==> src/rtl/rd_xfr_scheduler.sv <==
// rd_xfr_scheduler: queues trigger-tagged RD buffers and hands them to
// rd_interface one transfer at a time. It tracks which buffers hold
// complete data until software releases them, and it aborts a transfer
// that takes longer than XFR_TIMEOUT cycles.
module rd_xfr_scheduler #(
  parameter int unsigned XFR_TIMEOUT    = 1000000,
  parameter int unsigned TMO_WIDTH      = 20,
  parameter int unsigned HOLDOFF_CYCLES = 8
) (
  input  logic        CLK,
  input  logic        RST,
  input  logic        ENABLE_IN,
  input  logic        TRIG_IN,
  input  logic [1:0]  TRIG_BUF_IN,
  input  logic        XFR_DONE_IN,
  input  logic        RELEASE_IN,
  input  logic [1:0]  RELEASE_BUF_IN,
  input  logic        CLEAR_ERR_IN,
  output logic        ENABLE_XFR_OUT,
  output logic [1:0]  BUF_NUM_OUT,
  output logic [3:0]  BUF_READY_OUT,
  output logic        XFR_BUSY_OUT,
  output logic [31:0] STATUS
);

  typedef enum logic [1:0] {
    ST_IDLE    = 2'd0,
    ST_ARM     = 2'd1,
    ST_XFER    = 2'd2,
    ST_HOLDOFF = 2'd3
  } state_t;

  localparam int unsigned HOLD_W = (HOLDOFF_CYCLES > 1) ? $clog2(HOLDOFF_CYCLES) : 1;
  localparam logic [TMO_WIDTH-1:0] TMO_LAST  = TMO_WIDTH'(XFR_TIMEOUT - 1);
  localparam logic [HOLD_W-1:0]    HOLD_LAST = HOLD_W'(HOLDOFF_CYCLES - 1);

  state_t                state_q, state_d;
  logic [3:0][1:0]       fifo_mem_q, fifo_mem_d;
  logic [1:0]            wr_ptr_q, wr_ptr_d;
  logic [1:0]            rd_ptr_q, rd_ptr_d;
  logic [2:0]            fifo_cnt_q, fifo_cnt_d;
  logic [3:0]            pending_q, pending_d;
  logic [3:0]            ready_q, ready_d;
  logic                  enable_q, enable_d;
  logic [1:0]            buf_num_q, buf_num_d;
  logic [TMO_WIDTH-1:0]  tmo_cnt_q, tmo_cnt_d;
  logic [HOLD_W-1:0]     hold_cnt_q, hold_cnt_d;
  logic [7:0]            drop_cnt_q, drop_cnt_d;
  logic [7:0]            tmo_count_q, tmo_count_d;
  logic                  sticky_q, sticky_d;

  logic push, pop, launch, can_pop, drop_inc, tmo_inc;

  // Next-state logic: release, then trigger admission, then FSM and FIFO pop.
  always_comb begin
    state_d     = state_q;
    fifo_mem_d  = fifo_mem_q;
    wr_ptr_d    = wr_ptr_q;
    rd_ptr_d    = rd_ptr_q;
    fifo_cnt_d  = fifo_cnt_q;
    pending_d   = pending_q;
    ready_d     = ready_q;
    enable_d    = enable_q;
    buf_num_d   = buf_num_q;
    tmo_cnt_d   = tmo_cnt_q;
    hold_cnt_d  = hold_cnt_q;
    drop_cnt_d  = drop_cnt_q;
    tmo_count_d = tmo_count_q;
    sticky_d    = sticky_q;
    push        = 1'b0;
    pop         = 1'b0;
    launch      = 1'b0;
    drop_inc    = 1'b0;
    tmo_inc     = 1'b0;
    can_pop     = ENABLE_IN && (fifo_cnt_q != '0);

    if (RELEASE_IN) begin
      ready_d[RELEASE_BUF_IN] = 1'b0;
    end

    // A buffer is admitted only if it is neither pending nor still ready.
    if (TRIG_IN && ENABLE_IN) begin
      if (!ready_d[TRIG_BUF_IN] && !pending_q[TRIG_BUF_IN]) begin
        push                   = 1'b1;
        pending_d[TRIG_BUF_IN] = 1'b1;
      end else begin
        drop_inc = 1'b1;
      end
    end

    case (state_q)
      ST_IDLE: begin
        launch = can_pop;
      end
      ST_ARM: begin
        state_d   = ST_XFER;
        tmo_cnt_d = '0;
      end
      ST_XFER: begin
        if (XFR_DONE_IN) begin
          ready_d[buf_num_q]   = 1'b1;
          pending_d[buf_num_q] = 1'b0;
          enable_d             = 1'b0;
          hold_cnt_d           = HOLD_LAST;
          state_d              = ST_HOLDOFF;
        end else if (tmo_cnt_q == TMO_LAST) begin
          pending_d[buf_num_q] = 1'b0;
          sticky_d             = 1'b1;
          tmo_inc              = 1'b1;
          enable_d             = 1'b0;
          hold_cnt_d           = HOLD_LAST;
          state_d              = ST_HOLDOFF;
        end else begin
          tmo_cnt_d = tmo_cnt_q + 1'b1;
        end
      end
      ST_HOLDOFF: begin
        // The last holdoff cycle doubles as the idle pop slot so the
        // enable gap between back-to-back transfers is exactly
        // HOLDOFF_CYCLES rather than one cycle longer.
        if (hold_cnt_q == '0) begin
          launch  = can_pop;
          state_d = ST_IDLE;
        end else begin
          hold_cnt_d = hold_cnt_q - 1'b1;
        end
      end
      default: begin
        state_d = ST_IDLE;
      end
    endcase

    if (launch) begin
      pop       = 1'b1;
      state_d   = ST_ARM;
      enable_d  = 1'b1;
      buf_num_d = fifo_mem_q[rd_ptr_q];
    end

    if (push) begin
      fifo_mem_d[wr_ptr_q] = TRIG_BUF_IN;
      wr_ptr_d             = wr_ptr_q + 2'd1;
    end
    if (pop) begin
      rd_ptr_d = rd_ptr_q + 2'd1;
    end
    case ({push, pop})
      2'b10:   fifo_cnt_d = fifo_cnt_q + 3'd1;
      2'b01:   fifo_cnt_d = fifo_cnt_q - 3'd1;
      default: fifo_cnt_d = fifo_cnt_q;
    endcase

    if (drop_inc && (drop_cnt_q != 8'hFF)) begin
      drop_cnt_d = drop_cnt_q + 8'd1;
    end
    if (tmo_inc && (tmo_count_q != 8'hFF)) begin
      tmo_count_d = tmo_count_q + 8'd1;
    end
    if (CLEAR_ERR_IN) begin
      drop_cnt_d  = '0;
      tmo_count_d = '0;
      sticky_d    = 1'b0;
    end
  end

  // State registers with synchronous active-high reset.
  always_ff @(posedge CLK) begin
    if (RST) begin
      state_q     <= ST_IDLE;
      fifo_mem_q  <= '0;
      wr_ptr_q    <= '0;
      rd_ptr_q    <= '0;
      fifo_cnt_q  <= '0;
      pending_q   <= '0;
      ready_q     <= '0;
      enable_q    <= 1'b0;
      buf_num_q   <= '0;
      tmo_cnt_q   <= '0;
      hold_cnt_q  <= '0;
      drop_cnt_q  <= '0;
      tmo_count_q <= '0;
      sticky_q    <= 1'b0;
    end else begin
      state_q     <= state_d;
      fifo_mem_q  <= fifo_mem_d;
      wr_ptr_q    <= wr_ptr_d;
      rd_ptr_q    <= rd_ptr_d;
      fifo_cnt_q  <= fifo_cnt_d;
      pending_q   <= pending_d;
      ready_q     <= ready_d;
      enable_q    <= enable_d;
      buf_num_q   <= buf_num_d;
      tmo_cnt_q   <= tmo_cnt_d;
      hold_cnt_q  <= hold_cnt_d;
      drop_cnt_q  <= drop_cnt_d;
      tmo_count_q <= tmo_count_d;
      sticky_q    <= sticky_d;
    end
  end

  assign ENABLE_XFR_OUT = enable_q;
  assign BUF_NUM_OUT    = buf_num_q;
  assign BUF_READY_OUT  = ready_q;
  assign XFR_BUSY_OUT   = (state_q != ST_IDLE);
  assign STATUS         = {tmo_count_q, drop_cnt_q, ENABLE_IN, sticky_q, buf_num_q,
                           XFR_BUSY_OUT, fifo_cnt_q, pending_q, ready_q};

endmodule

==> config.mk <==
export PLATFORM = sky130hd
export DESIGN_NAME = rd_xfr_scheduler
export DESIGN_NICKNAME = d
export VERILOG_FILES = /design/src/rtl/rd_xfr_scheduler.sv
export SDC_FILE = /design/constraint.sdc
export NUM_CORES = 1
export LEC_CHECK = 0
export ABC_AREA = 1
export CAP_MARGIN = 20
export CORE_UTILIZATION = 52
export CTS_BUF_LIST = sky130_fd_sc_hd__clkbuf_4
export DETAILED_ROUTE_END_ITERATION = 7
export GPL_TIMING_DRIVEN = 0
export PLACE_DENSITY = 0.78
export SLEW_MARGIN = 15
export SYNTH_ARGS = -nofsm -noshare
export SYNTH_HDL_FRONTEND = slang
export SYNTH_SLANG_ARGS = --single-unit
==> constraint.sdc <==
create_clock -name CLK -period 2.1 [get_ports CLK]
set_clock_uncertainty 0.2 [all_clocks]
set_input_delay 0.42 -clock CLK [delete_from_list [all_inputs] [get_ports CLK]]
set_output_delay 0.42 -clock CLK [all_outputs]
set_load 0.03 [all_outputs]
==> results of run 1 <==
[timing repair]
action / CTS / global route
setup endpoints to repair: 61 / 40
setup buffers: 15 / 8
hold endpoints to repair: 0 / 0
cloned: 0 / 1
resized for setup: 62 / 35
pin swaps: 9 / 8
hold buffers: 0 / 0
[placed cells by master (no fill, tap or decap), types with 9 or more instances in the layout]
cell type,count
o21ai_0,14
buf_4,31
nand2_2,9
dfxtp_2,13
nor2_1,91
ha_1,10
dfxtp_1,52
nand2_1,155
nand3_1,50
clkbuf_4,11
a21oi_1,50
xor2_1,11
nand4_1,25
clkdlybuf4s50_1,12
inv_1,72
dlygate4sd2_1,34
[metrics by stage]
step	hold slack, ns	instances	utilization	total power [mW]	TNS, ns
floorplan	0.242	635	-	2.69	-0.0293
global placement	0.257	787	0.620	3.14	-11.19
detailed placement	0.261	787	0.620	3.18	-13.19
CTS	0.279	818	0.662	4.45	-0.0901
global route	0.308	827	0.679	4.97	-1.70
finish	0.278	827	0.679	4.72	-0.273
[cell type report]
| type | instances | area, um2 | share of cell area |
|---|---|---|---|
| Multi-Input combinational cell | 460 | 2400 | 0.460 |
| Sequential cell | 68 | 1390 | 0.266 |
| Timing Repair Buffer | 74 | 647 | 0.124 |
| Inverter | 82 | 317 | 0.0607 |
| Buffer | 25 | 154 | 0.0295 |
| Tap cell | 102 | 128 | 0.0245 |
| Clock inverter | 7 | 115 | 0.0221 |
| Clock buffer | 9 | 67.6 | 0.0129 |
[power by group]
group / total (mW) / switching (mW) / internal, mW
Sequential: 1.56 / 0.134 / 1.42
Combinational: 2.04 / 1.20 / 0.848
Clock: 1.12 / 0.522 / 0.599
Total: 4.72 / 1.85 / 2.87
[tightest hold or removal path, cell delays in order, from the launching register on]
cell     delay [ns]
dfxtp_1        0.33
nand2_1        0.06
a21oi_1        0.05
[worst max path at each step]
stage                            startpoint             to  slack [ns]  cells past startpoint
after floorplan           RELEASE_BUF_IN[0]  fifo_cnt_q[1]       -0.03                     14
after global placement       TRIG_BUF_IN[1]  fifo_cnt_q[1]       -0.71                     13
after detailed placement     TRIG_BUF_IN[1]  fifo_cnt_q[1]       -0.75                     13
after CTS                     hold_cnt_q[0]  fifo_cnt_q[1]       -0.06                     14
after global routing             state_q[0]  fifo_cnt_q[1]       -0.19                     11
final                            state_q[1]  fifo_cnt_q[1]       -0.08                     11
[synthesized netlist by cell type, types with 3 or more instances]
| library cell | count |
|---|---|
| xor2_1 | 11 |
| nand3_1 | 51 |
| nand2_1 | 162 |
| buf_4 | 9 |
| a21oi_2 | 3 |
| nor2_2 | 4 |
| nor2_1 | 95 |
| inv_1 | 80 |
| clkbuf_1 | 9 |
| o21ai_0 | 18 |
| nand4_1 | 25 |
| ha_1 | 15 |
| nand2_2 | 3 |
| a21oi_1 | 51 |
| nor3_1 | 4 |
| dfxtp_1 | 68 |
[state kept, by name (all words and copies together), names as in the netlist, 3 cells and up]
signal	count
pending_q	4
tmo_count_q	8
tmo_cnt_q	20
fifo_mem_q	8
fifo_cnt_q	3
BUF_READY_OUT	4
drop_cnt_q	8
hold_cnt_q	3
[layer usage]
layer | vias up | routed length [um] | track usage
met1 | 1993 | 4810 | 0.325
met5 | - | 0 | 0
met4 | 0 | 302 | 0.111
met3 | 29 | 568 | 0.0480
met2 | 131 | 5260 | 0.458
li1 | 2193 | - | -
[cells by family after synthesis]
group | Yosys count
compound gates | 76
buf+inv | 107
fa+ha+maj | 16
simple gates | 355
flops | 68
xor+xnor | 13
==> qor.csv, run 1 <==
metric,value,unit
maxSlewViolCount,0,
synth_fa_ha_area_frac,0.0507,
r2r-start,state_q[1],
drtIter0Drc,264,
synthMuxAreaShare,0,
synth_area_per_cell,6.45,um2
grt_pass1_vias,3941,
cts_root_buf,clkbuf_4,
max_slew_margin,0.479,
cp_data_arrival_time,2.29,ns
synth_enable_flop_cells,0,
end_kind,register,
cts_buffers,9,
rsz0062_at_grt,true,
ioPinCount,51,
cts_buffer_depth,2,
gp_congestion,0.896,
setup_viol,5,
crit_fanout,4,
fp.coreArea,7690,um2
worstHoldPathType,register to register,
synthArstFlopShare,0,
power.leakage,2.30,nW
synth_seq_cells,68,
vdd_drop_max,0.000594,V
hp-start,ENABLE_XFR_OUT,
synth_top_area_frac,0.332,
die_w,90.8,um
path_cells,"inv_4, ha_4, nor3_2, nand2_1, inv_2, ha_4, inv_4, fa_2, nor2_1, a21oi_1, nor2_1",
final.min_clock_period,2.18,ns
vias,4346,
violations,setup timing,
synth_compound_area_frac,0.100,
synthFlopType,dfxtp_1,
totalWireLength,10900,um
clk_pin_slew,0.13,ns
fp.dieArea,8240,um2
outcome,"finished, violations left",
p_per_area,905,nW/um2
clock_latency,0.43,ns
areaGrowthSynthToFinish,27.4,%
crit_required,2.21,ns
rr_endpoint,fifo_cnt_q[1],
wl_per_cell,13.2,um
ys_warn_count,0,
synth_top_family_by_area,simple AND/OR/NAND/NOR gates,
crit_buf_inv,3,
htree_levels,3,
grt_max_degree,13,
start_kind,register,
synth-simple-area-share,0.378,
ant_nets,0,
ys_seq_area_frac,0.332,
grt_pass1_wl,17700,um
dp_slack,-0.755,ns
synth.largest_area_cell,dfxtp_1,
max_slew.worst_pin.slew,0.777,ns
min_path_cells,2,
max_stage_delay,0.51,ns
track_usage,0.266,
firstDrtPassIters,5,
drc,0,
overflow,0,
synthesis.area,4100,um2
critPathSlowestCell,fa_2,
port_buffers,50,
via_per_inst,5.26,
synthTopCellsByArea,"dfxtp_1, nand2_1, nor2_1, inv_1, a21oi_1",
rows,32,
drv_cap,0,
diodes,0,
reg2reg_depth,11,
critPathTopFamily,adder cells,
finalInstanceArea,5220,um2
r2r_setup_slack,-0.08,ns
syn_nets,662,
cts_tree,yes,
fmax,460,MHz
clkSinkCount,68,
synth-xor-area-share,0.0278,
fillers,682,
layout_setup_ws,-0.0757,ns
path_class,register to register,
hold_path_end,ENABLE_XFR_OUT,
min_period_over_period,1.04,
ys_types,36,
die_y,90.8,um
synthCells,635,
hpwl,7370,um
initial_utilization,0.533,
dpl_cell_area,4770,um2
drive_gt1_frac,0.168,
nets,747,
antenna_found_initial,0,
hold_viol_final,0,
Power figures use the tool's default switching activity.
==> inputs of run 2 (changes only) <==
Settings changed: CELL_PAD_IN_SITES_DETAIL_PLACEMENT set to 0, CELL_PAD_IN_SITES_GLOBAL_PLACEMENT set to 2, CORE_UTILIZATION 52 to 31, PLACE_DENSITY 0.78 to 0.82, REMOVE_ABC_BUFFERS set to 1.
Clock period 2.1 ns to 2.4 ns, I/O delays scaled along.
==> run 2 against run 1 <==
The flow now finishes without violations; total power shrank 25%; worst setup slack gained 0.12 ns; sequential share of layout area grew 0.87 points; core utilization shrank 29 points; global-route usage shrank 9.6 points; cell count grew 3.5%; sequential power shrank 14%; first-iteration DRC count shrank 16%; die area grew 66%; largest power group unchanged.
==> qor.csv, run 2 (synthesized netlist as in run 1, its figures left out) <==
metric,value,unit,change
outcome,finished clean,,"was finished, violations left"
hp-start,RELEASE_BUF_IN[1],,was ENABLE_XFR_OUT
path_class,input pin to primary output,,was register to register
wl_met1,5310,um,was 4810 um
cp.depth,2,,was 11
gp_congestion,0.803,,was 0.896
fp.coreArea,12800,um2,was 7690 um2
setup_viol,0,,was 5
drtIter0Drc,222,,was 264
antenna_found_initial,2,,was 0
overflow,0,,unchanged
drive_gt1_frac,0.0953,,was 0.168
critPathTopFamily,buffers and inverters,,was adder cells
vias,4015,,was 4346
htree_levels,3,,unchanged
critPathLaunch,ENABLE_IN,,was state_q[1]
largest_register_ffs,20,,unchanged
ioPinCount,51,,unchanged
dp_cells,833,,was 787
cp_data_arrival_time,1.67,ns,was 2.29 ns
die_w,117,um,was 90.8 um
final_common_cell,nand2_1,,unchanged
fmax,425,MHz,
cts_buffers,9,,unchanged
nets,707,,was 747
cp_common_cell,clkdlybuf4s50_1,,
fin_util,0.390,,was 0.679
timing.hold.ws,0.236,ns,was 0.278 ns
clk_pin_slew,0.11,ns,was 0.13 ns
rsz0062_at_grt,true,,unchanged
final_cell_mix,"nand2_1, nor2_1, inv_1",,unchanged
grt_max_degree,26,,was 13
start_kind,input pin,,was register
port_buffers,50,,unchanged
max_slew_margin,0.437,,was 0.479
top_register,tmo_cnt_q,,unchanged
cts_tree,yes,,unchanged
die_y,117,um,was 90.8 um
clock_latency,0.44,ns,was 0.43 ns
wl_per_cell,12.6,um,was 13.2 um
hpwl,7820,um,was 7370 um
areaGrowthSynthToFinish,21.4,%,was 27.4%
power.leakage,1.98,nW,was 2.30 nW
crit_fanout,3,,was 4
clkSinkCount,68,,unchanged
max_stage_delay,0.69,ns,was 0.51 ns
via_per_inst,4.69,,was 5.26
rows,41,,was 32
crit_buf_inv,2,,was 3
end_kind,primary output,,was register
cts_buffer_depth,2,,unchanged
reg2reg_depth,11,,unchanged
grt_pass1_vias,3655,,was 3941
r2r-start,state_q[0],,was state_q[1]
vdd_drop_max,0.000764,V,was 0.000594 V
firstDrtPassIters,4,,was 5
met3_length,427,um,was 568 um
totalPowerFinal,3.56,mW,was 4.72 mW
fp.dieArea,13700,um2,was 8240 um2
final.min_clock_period,2.35,ns,
worstHoldPathType,input pin to register,,was register to register
crit_required,1.72,ns,was 2.21 ns
track_usage,0.170,,was 0.266
wl_met2,4870,um,was 5260 um
drc,0,,unchanged
ant_nets,0,,unchanged
totalWireLength,10800,um,was 10900 um
max_slew.worst_pin.slew,0.840,ns,was 0.777 ns
initial_utilization,0.321,,was 0.533
p_per_area,716,nW/um2,was 905 nW/um2
maxSlewViolCount,0,,unchanged
cts_root_buf,clkbuf_4,,unchanged
stdcell_count,856,,was 827
fillers,1405,,was 682
hold_viol_final,0,,unchanged
path_cells,"clkdlybuf4s50_1, clkdlybuf4s50_1",,"was inv_4, ha_4, nor3_2, nand2_1, inv_2, ha_4, inv_4, fa_2, nor2_1, a21oi_1, nor2_1"
critPathSlowestCell,clkdlybuf4s50_1,,was fa_2
min_period_over_period,0.981,,
min_path_cells,4,,was 2
top_layer_used,met4,,unchanged
drv_cap,0,,unchanged
grt_pass1_wl,17700,um,about the same
setup_tns,0,ns,was -0.273 ns
run 2: cell types whose count changed in the layout (fill, tap and decap cells not counted), sizes merged:
cell / change
buf: -31
bufinv: -2
clkbuf: -9
clkdlybuf4s50: +28
clkinv: -1
clkinvlp: +2
diode: +2
dlygate4sd2: -31
dlymetal6s2s: +3
inv: -2
run 2: what timing repair did:
item | CTS | global route
hold buffers | 0 | 0
setup buffers | 5 | 3
resized for setup | 23 | 24
setup endpoints to repair | 34 | 33
pin swaps | 2 | 5
run 2: final timing paths:
check / end / slack, ns
max: STATUS[15] / 0.05
min: BUF_READY_OUT[3] / 0.24
max reg2reg: fifo_cnt_q[1] / 0.08
min reg2reg: pending_q[0] / 0.28
run 2: metal layers:
layer  track usage  vias up
li1              -     2099
met1         0.229     1832
met2         0.262       70
met3        0.0366       14
met4        0.0743        0
met5             0        -
run 2: final cells by class:
class                   instances  area (um2)  share of cell area
clock buffers                   9        67.6              0.0136
well taps                     172         215              0.0432
flip-flops and latches         68        1370               0.275
repair buffers                 59         587               0.118
clock inverters                 4        43.8             0.00880
diodes                          2        5.00             0.00101
multi-input cells             460        2370               0.475
inverters                      82         324              0.0651
run 2: metrics by stage:
stage / instance area (um2) / worst slack (ns)
global route: 4970 / -0.0463
detailed placement: 4680 / -1.05
finish: 4980 / 0.0467
global placement: 4670 / -1.02
CTS: 4890 / -0.0175
floorplan: 3950 / -0.120
run 2: power breakdown:
| group | switching, mW | internal [mW] | total (mW) |
|---|---|---|---|
| Sequential | 0.108 | 1.23 | 1.34 |
| Combinational | 0.939 | 0.558 | 1.50 |
| Clock | 0.427 | 0.294 | 0.721 |
